<file path="config.mk">
export PLATFORM = sky130hd
export DESIGN_NAME = tt_pin_responder
export DESIGN_NICKNAME = d
export VERILOG_FILES = /design/src/rtl/tt_pin_responder_pkg.sv /design/src/rtl/tt_sync_ff.sv /design/src/rtl/tt_pin_responder.sv
export SDC_FILE = /design/constraint.sdc
export NUM_CORES = 1
export LEC_CHECK = 0
export BUFFER_PORTS_ARGS = -buffer_cell sky130_fd_sc_hd__buf_2
export CAP_MARGIN = 20
export CORE_MARGIN = 4
export CORE_UTILIZATION = 45
export DETAILED_ROUTE_END_ITERATION = 7
export PLACE_DENSITY = 0.64
export SYNTH_ARGS = -nofsm -noshare
export SYNTH_HDL_FRONTEND = slang
export SYNTH_SLANG_ARGS = --single-unit
</file>
<file path="constraint.sdc">
create_clock -name clk -period 4.5 [get_ports clk]
set_input_delay 0.45 -clock clk [delete_from_list [all_inputs] [get_ports clk]]
set_output_delay 0.45 -clock clk [all_outputs]
set_load 0.01 [all_outputs]
</file>
<file path="src/rtl/tt_pin_responder_pkg.sv">
// Shared types and constants for the pin-level REQ/ACK register responder.
// Pin indices refer to bit positions inside uio_in / uio_out.
package tt_pin_responder_pkg;

    typedef enum logic [1:0] {
        IDLE = 2'd0,
        EXEC = 2'd1,
        ACK  = 2'd2
    } state_t;

    localparam int NUM_SCRATCH = 6;

    localparam logic [2:0] ADDR_CNT = 3'd6;
    localparam logic [2:0] ADDR_ID  = 3'd7;

    localparam int PIN_REQ     = 0;
    localparam int PIN_WE      = 1;
    localparam int PIN_ADDR_LO = 2;
    localparam int PIN_ACK     = 5;
    localparam int PIN_ERR     = 6;
    localparam int PIN_PAR     = 7;

    localparam logic [7:0] UIO_OE_MASK = 8'hE0;

endpackage

</file>
<file path="src/rtl/tt_sync_ff.sv">
// N-stage flop-chain synchronizer for a single asynchronous level input.
// Synchronous active-high reset clears every stage.
module tt_sync_ff #(
    parameter int N = 2
) (
    input  logic clk,
    input  logic rst,
    input  logic d,
    output logic q
);

    logic [N-1:0] sync_q;
    logic [N-1:0] sync_d;

    always_comb begin
        sync_d = {sync_q[N-2:0], d};
    end

    always_ff @(posedge clk) begin
        if (rst) begin
            sync_q <= '0;
        end else begin
            sync_q <= sync_d;
        end
    end

    assign q = sync_q[N-1];

endmodule

</file>
<file path="src/rtl/tt_pin_responder.sv">
// Pin-level register responder: 4-phase REQ/ACK handshake into six scratch
// registers, a transaction counter (addr 6) and a constant ID byte (addr 7).
//
// Handshake: the host drives ADDR/WE/data stable, then raises REQ; the
// responder completes exactly one access and raises ACK; the host drops REQ
// and the responder drops ACK, after which the next REQ may be raised.
module tt_pin_responder
    import tt_pin_responder_pkg::*;
#(
    parameter int         SYNC_STAGES = 2,
    parameter logic [7:0] ID_VALUE    = 8'h5A
) (
    input  logic       clk,
    input  logic       rst,
    input  logic       ena,
    input  logic [7:0] ui_in,
    input  logic [7:0] uio_in,
    output logic [7:0] uo_out,
    output logic [7:0] uio_out,
    output logic [7:0] uio_oe
);

    state_t     state_q, state_d;
    logic       req_s;
    logic [2:0] addr_q, addr_d;
    logic       we_q, we_d;
    logic [7:0] wdata_q, wdata_d;
    logic [7:0] regs_q [NUM_SCRATCH];
    logic [7:0] regs_d [NUM_SCRATCH];
    logic [7:0] cnt_q, cnt_d;
    logic [7:0] rdata_q, rdata_d;
    logic       ack_q, ack_d;
    logic       err_q, err_d;

    logic       unused_uio;
    assign unused_uio = &{1'b0, uio_in[7:5]};

    tt_sync_ff #(.N(SYNC_STAGES)) u_req_sync (
        .clk (clk),
        .rst (rst),
        .d   (uio_in[PIN_REQ]),
        .q   (req_s)
    );

    always_comb begin
        state_d = state_q;
        addr_d  = addr_q;
        we_d    = we_q;
        wdata_d = wdata_q;
        regs_d  = regs_q;
        cnt_d   = cnt_q;
        rdata_d = rdata_q;
        ack_d   = ack_q;
        err_d   = err_q;
        case (state_q)
            IDLE: begin
                // Command pins are held stable by the host, so they are taken raw.
                if (req_s && ena) begin
                    state_d = EXEC;
                    addr_d  = uio_in[PIN_ADDR_LO +: 3];
                    we_d    = uio_in[PIN_WE];
                    wdata_d = ui_in;
                end
            end
            EXEC: begin
                state_d = ACK;
                ack_d   = 1'b1;
                cnt_d   = cnt_q + 8'd1;
                if (we_q) begin
                    if (addr_q < ADDR_CNT) begin
                        regs_d[addr_q] = wdata_q;
                    end else begin
                        err_d = 1'b1;
                    end
                end else begin
                    case (addr_q)
                        ADDR_CNT: rdata_d = cnt_q;
                        ADDR_ID: begin
                            rdata_d = ID_VALUE;
                            err_d   = 1'b0;
                        end
                        default:  rdata_d = regs_q[addr_q];
                    endcase
                end
            end
            ACK: begin
                if (!req_s) begin
                    state_d = IDLE;
                    ack_d   = 1'b0;
                end
            end
            default: state_d = IDLE;
        endcase
    end

    always_ff @(posedge clk) begin
        if (rst) begin
            state_q <= IDLE;
            addr_q  <= '0;
            we_q    <= 1'b0;
            wdata_q <= '0;
            regs_q  <= '{default: '0};
            cnt_q   <= '0;
            rdata_q <= '0;
            ack_q   <= 1'b0;
            err_q   <= 1'b0;
        end else begin
            state_q <= state_d;
            addr_q  <= addr_d;
            we_q    <= we_d;
            wdata_q <= wdata_d;
            regs_q  <= regs_d;
            cnt_q   <= cnt_d;
            rdata_q <= rdata_d;
            ack_q   <= ack_d;
            err_q   <= err_d;
        end
    end

    always_comb begin
        uio_out          = '0;
        uio_out[PIN_ACK] = ack_q;
        uio_out[PIN_ERR] = err_q;
        uio_out[PIN_PAR] = ^rdata_q;
    end

    assign uo_out = rdata_q;
    assign uio_oe = UIO_OE_MASK;

endmodule

</file>
==> impl_results.md <==
* Die area at 0.009616 mm2
* Fin area at 0.003899 mm2
* Starting Density at 46.75%
* Hold Path Class: primary input to flop
* Period Utilization, post-route at 56.54%
* DP Area at 0.003714 mm2
* Synth Register Bits at 82
* WP data required at 4.71 ns
* Crit path max fanout at 13
* Number of synthesized flops with an enable pin at 0
* DR iter-0 viols at 145
* Final worst slack at 1.956 ns
* RSZ-0062 raised after global routing: false
* Worst VDD drop at 0.2060 mV
* Worst Tran Pin Value at 0.9454 ns
* Total GRT Usage at 17.30%
* Ys async rst share at 0%
* Clk Tree Root Cell: clkbuf_8
* Relative slew slack at 36.84%
* Top cells by area, synth: dfxtp_1 45%, mux2i_1 11%, nand2_1 5.0%, nor2_1 5.0%, a21oi_1 4.3%
* Syn-to-layout area delta at 6.822%
* Avg WL per Cell at 15.36 um
* Chip Width at 98.06 um
* CP Class: flop to flop
* Switching Share at 22.14%
* Synth area leader: dfxtp_1
* Core Area at 0.007807 mm2
* Fin. max-slew vios at 0
* Mapped Cells at 402
* Clk_lat worst skew at 0.35 ns
* Vias in the first global route at 2,593
* Skew final at 0.006122 ns
* Nets at 431
* Reg power frac at 56.7%
* CTS tree: built
* Final Hold Vio Count at 0
* Multi-input logic area at 0.001795 mm2
* Int Power at 1014 uW
* Syn_area_per_cell at 9.079 um2
* Main synth FF type: dfxtp_1
* CTS clock-pin slew for the worst setup and hold paths at 0.07 ns
* Synth warn at 0
* Yosys top cell area share at 44.98%
* Filler cell count at 791
* Met3 routed WL at 473 um
* Clock Path Buffers at 2
* M1 WL at 3872 um
* Vias/cell at 5.381
* Highest Signal Layer: met4
* Post-synthesis cell type count at 47
* Congestion Overflow GR at 0
* Signal arrival time at the worst endpoint at 2.75 ns
* Storage cell area at 0.001642 mm2
* Routed WL at 7942 um
* Input/output buffers at 26
* Number of setup buffers added after CTS at 0
* Num Clock Sinks at 82
* Count leader, synth: dfxtp_1
* Total CTS buffers at 9
* Max_cap viols at 0
* # rows at 32
* Register area share after synthesis at 44.98%
* Detailed-route DRC error count at 0
* Post-cts hold buffer count at 0
* Final setup vio count at 0
* Final ANT Viol Nets at 0
* Detailed Place HPWL at 5466 um
* Post-CTS resize count at 0
* CP Capture Type: flop
* Share of layout cells above drive strength 1 at 13.25%
* Switching power at 288.3 uW
* Antenna Cells at 0
* Pwr Density at 333.9 mW/mm2
* IO Count at 43
* Commonest cells post-synth: 82 x dfxtp_1, 49 x nand2_1, 49 x nor2_1
* Comb power frac at 3.8%
* Pre-antenna DRT Iters at 5
* # H-tree levels at 3
* Achievable clock frequency at 393.0 MHz
* Clock Power Share at 39.5%
* Tmin final at 2.544 ns
* RD Place Congestion at 0.7825
* Pre-CTS setup slack at 1.982 ns
* Metal2 WL at 3530 um
* P_leak at 0.001578 uW
* Pin count of the biggest net entering global routing at 45
* Status: finished clean
* Wire length of the first global-routing pass at 13,410 um
* Die H at 98.06 um
* Setup Total Neg Slack at 0 ns
* Initial antenna violation count at 0
* Vias at 2,782
* Startpoint types: flop
* Mapped cell area at 0.003650 mm2
## routing by layer
metal / track usage (%) / up-vias
met4: 4.153 / 0
met3: 4.786 / 8
met1: 24.70 / 1313
met5: 0 / -
met2: 25.97 / 81
li1: - / 1380
## final cells by class
cell class                      instances  area share [%]
Clock buffer                           12           3.723
Sequential cell                        82           42.11
Multi-Input combinational cell        289           46.05
Tap cell                              102           3.273
Timing Repair Buffer                   28           3.723
Inverter                                1         0.09628
Clock inverter                          3           1.027
## per-stage QoR
step	power, uW	instances	hold WS [ns]	utilization, %
final	1302	517	0.3110	49.94
after global routing	1348	517	0.3036	49.94
after CTS	1315	517	0.2964	49.94
after detailed placement	805.0	502	0.4461	47.56
after global placement	804.2	502	0.4196	47.56
after floorplan	796.8	413	0.4138	-
## cells by family (layout without fill, tap and decap cells)
| group | after synthesis | count (layout) | share of synthesized area (%) |
|---|---|---|---|
| AOI/OAI and AO/OA | 59 | 59 | 10.25 |
| xor gates and xnor gates | 14 | 14 | 3.360 |
| adders and majority gates | 1 | 1 | 0.3428 |
| buffers and inverters | 42 | 44 | 6.959 |
| DFF | 82 | 82 | 44.98 |
| muxes | 52 | 52 | 14.95 |
| other | 2 | 13 | 0.2058 |
| and+or+nand+nor | 150 | 150 | 18.96 |
## sequential cells by signal, indices dropped and copies added (netlist names)
signal             flops
addr_q                 3
ack_q                  1
state_q                2
u_req_sync.sync_q      2
uo_out                 8
err_q                  1
regs_q                48
we_q                   1
cnt_q                  8
wdata_q                8
## power by group through the flow
stage | combinational (uW) | clock [uW] | sequential [uW]
finish | 49.1 | 514 | 739
global route | 54.7 | 553 | 740
CTS | 49.2 | 527 | 739
detailed placement | 49.0 | 0 | 756
global placement | 48.5 | 0 | 756
floorplan | 45.5 | 0 | 751
## final timing paths
| kind | cells after the start | slack [ns] | to | start |
|---|---|---|---|---|
| hold / removal | 2 | 0.31 | u_req_sync.sync_q[0] | uio_in[0] |
| setup reg to reg | 4 | 1.96 | regs_q[8] | state_q[0] |
| setup / recovery | 4 | 1.96 | regs_q[8] | state_q[0] |
| hold reg to reg | 2 | 0.45 | regs_q[30] | regs_q[30] |
## critical path, cell delays in order (launching register included)
cell,delay (ns)
dfxtp_1,0.40
nor2b_1,0.78
nand4b_1,0.79
mux2i_1,0.38
nor2_1,0.06
## layout by cell type, fill, tap and decap left out, types with 2 or more instances in the layout
master and count:
buf_4 2, xor2_1 7, o22ai_1 2, nand3_1 17, dfxtp_1 82, nand2_1 49, a311oi_1 3, nand3b_1 2
o311ai_0 2, a221oi_1 2, conb_1 13, nor2_1 49, xnor2_1 7, clkbuf_8 10, nand2b_1 6, a22o_1 2
and3_1 4, nor2b_1 8, o21ai_0 2, mux2i_1 41, a22oi_1 6, nand4_1 6, mux2_2 10, clkinv_2 2
a21oi_1 31, clkbuf_1 2, buf_2 26
Power figures use the tool's default switching activity.
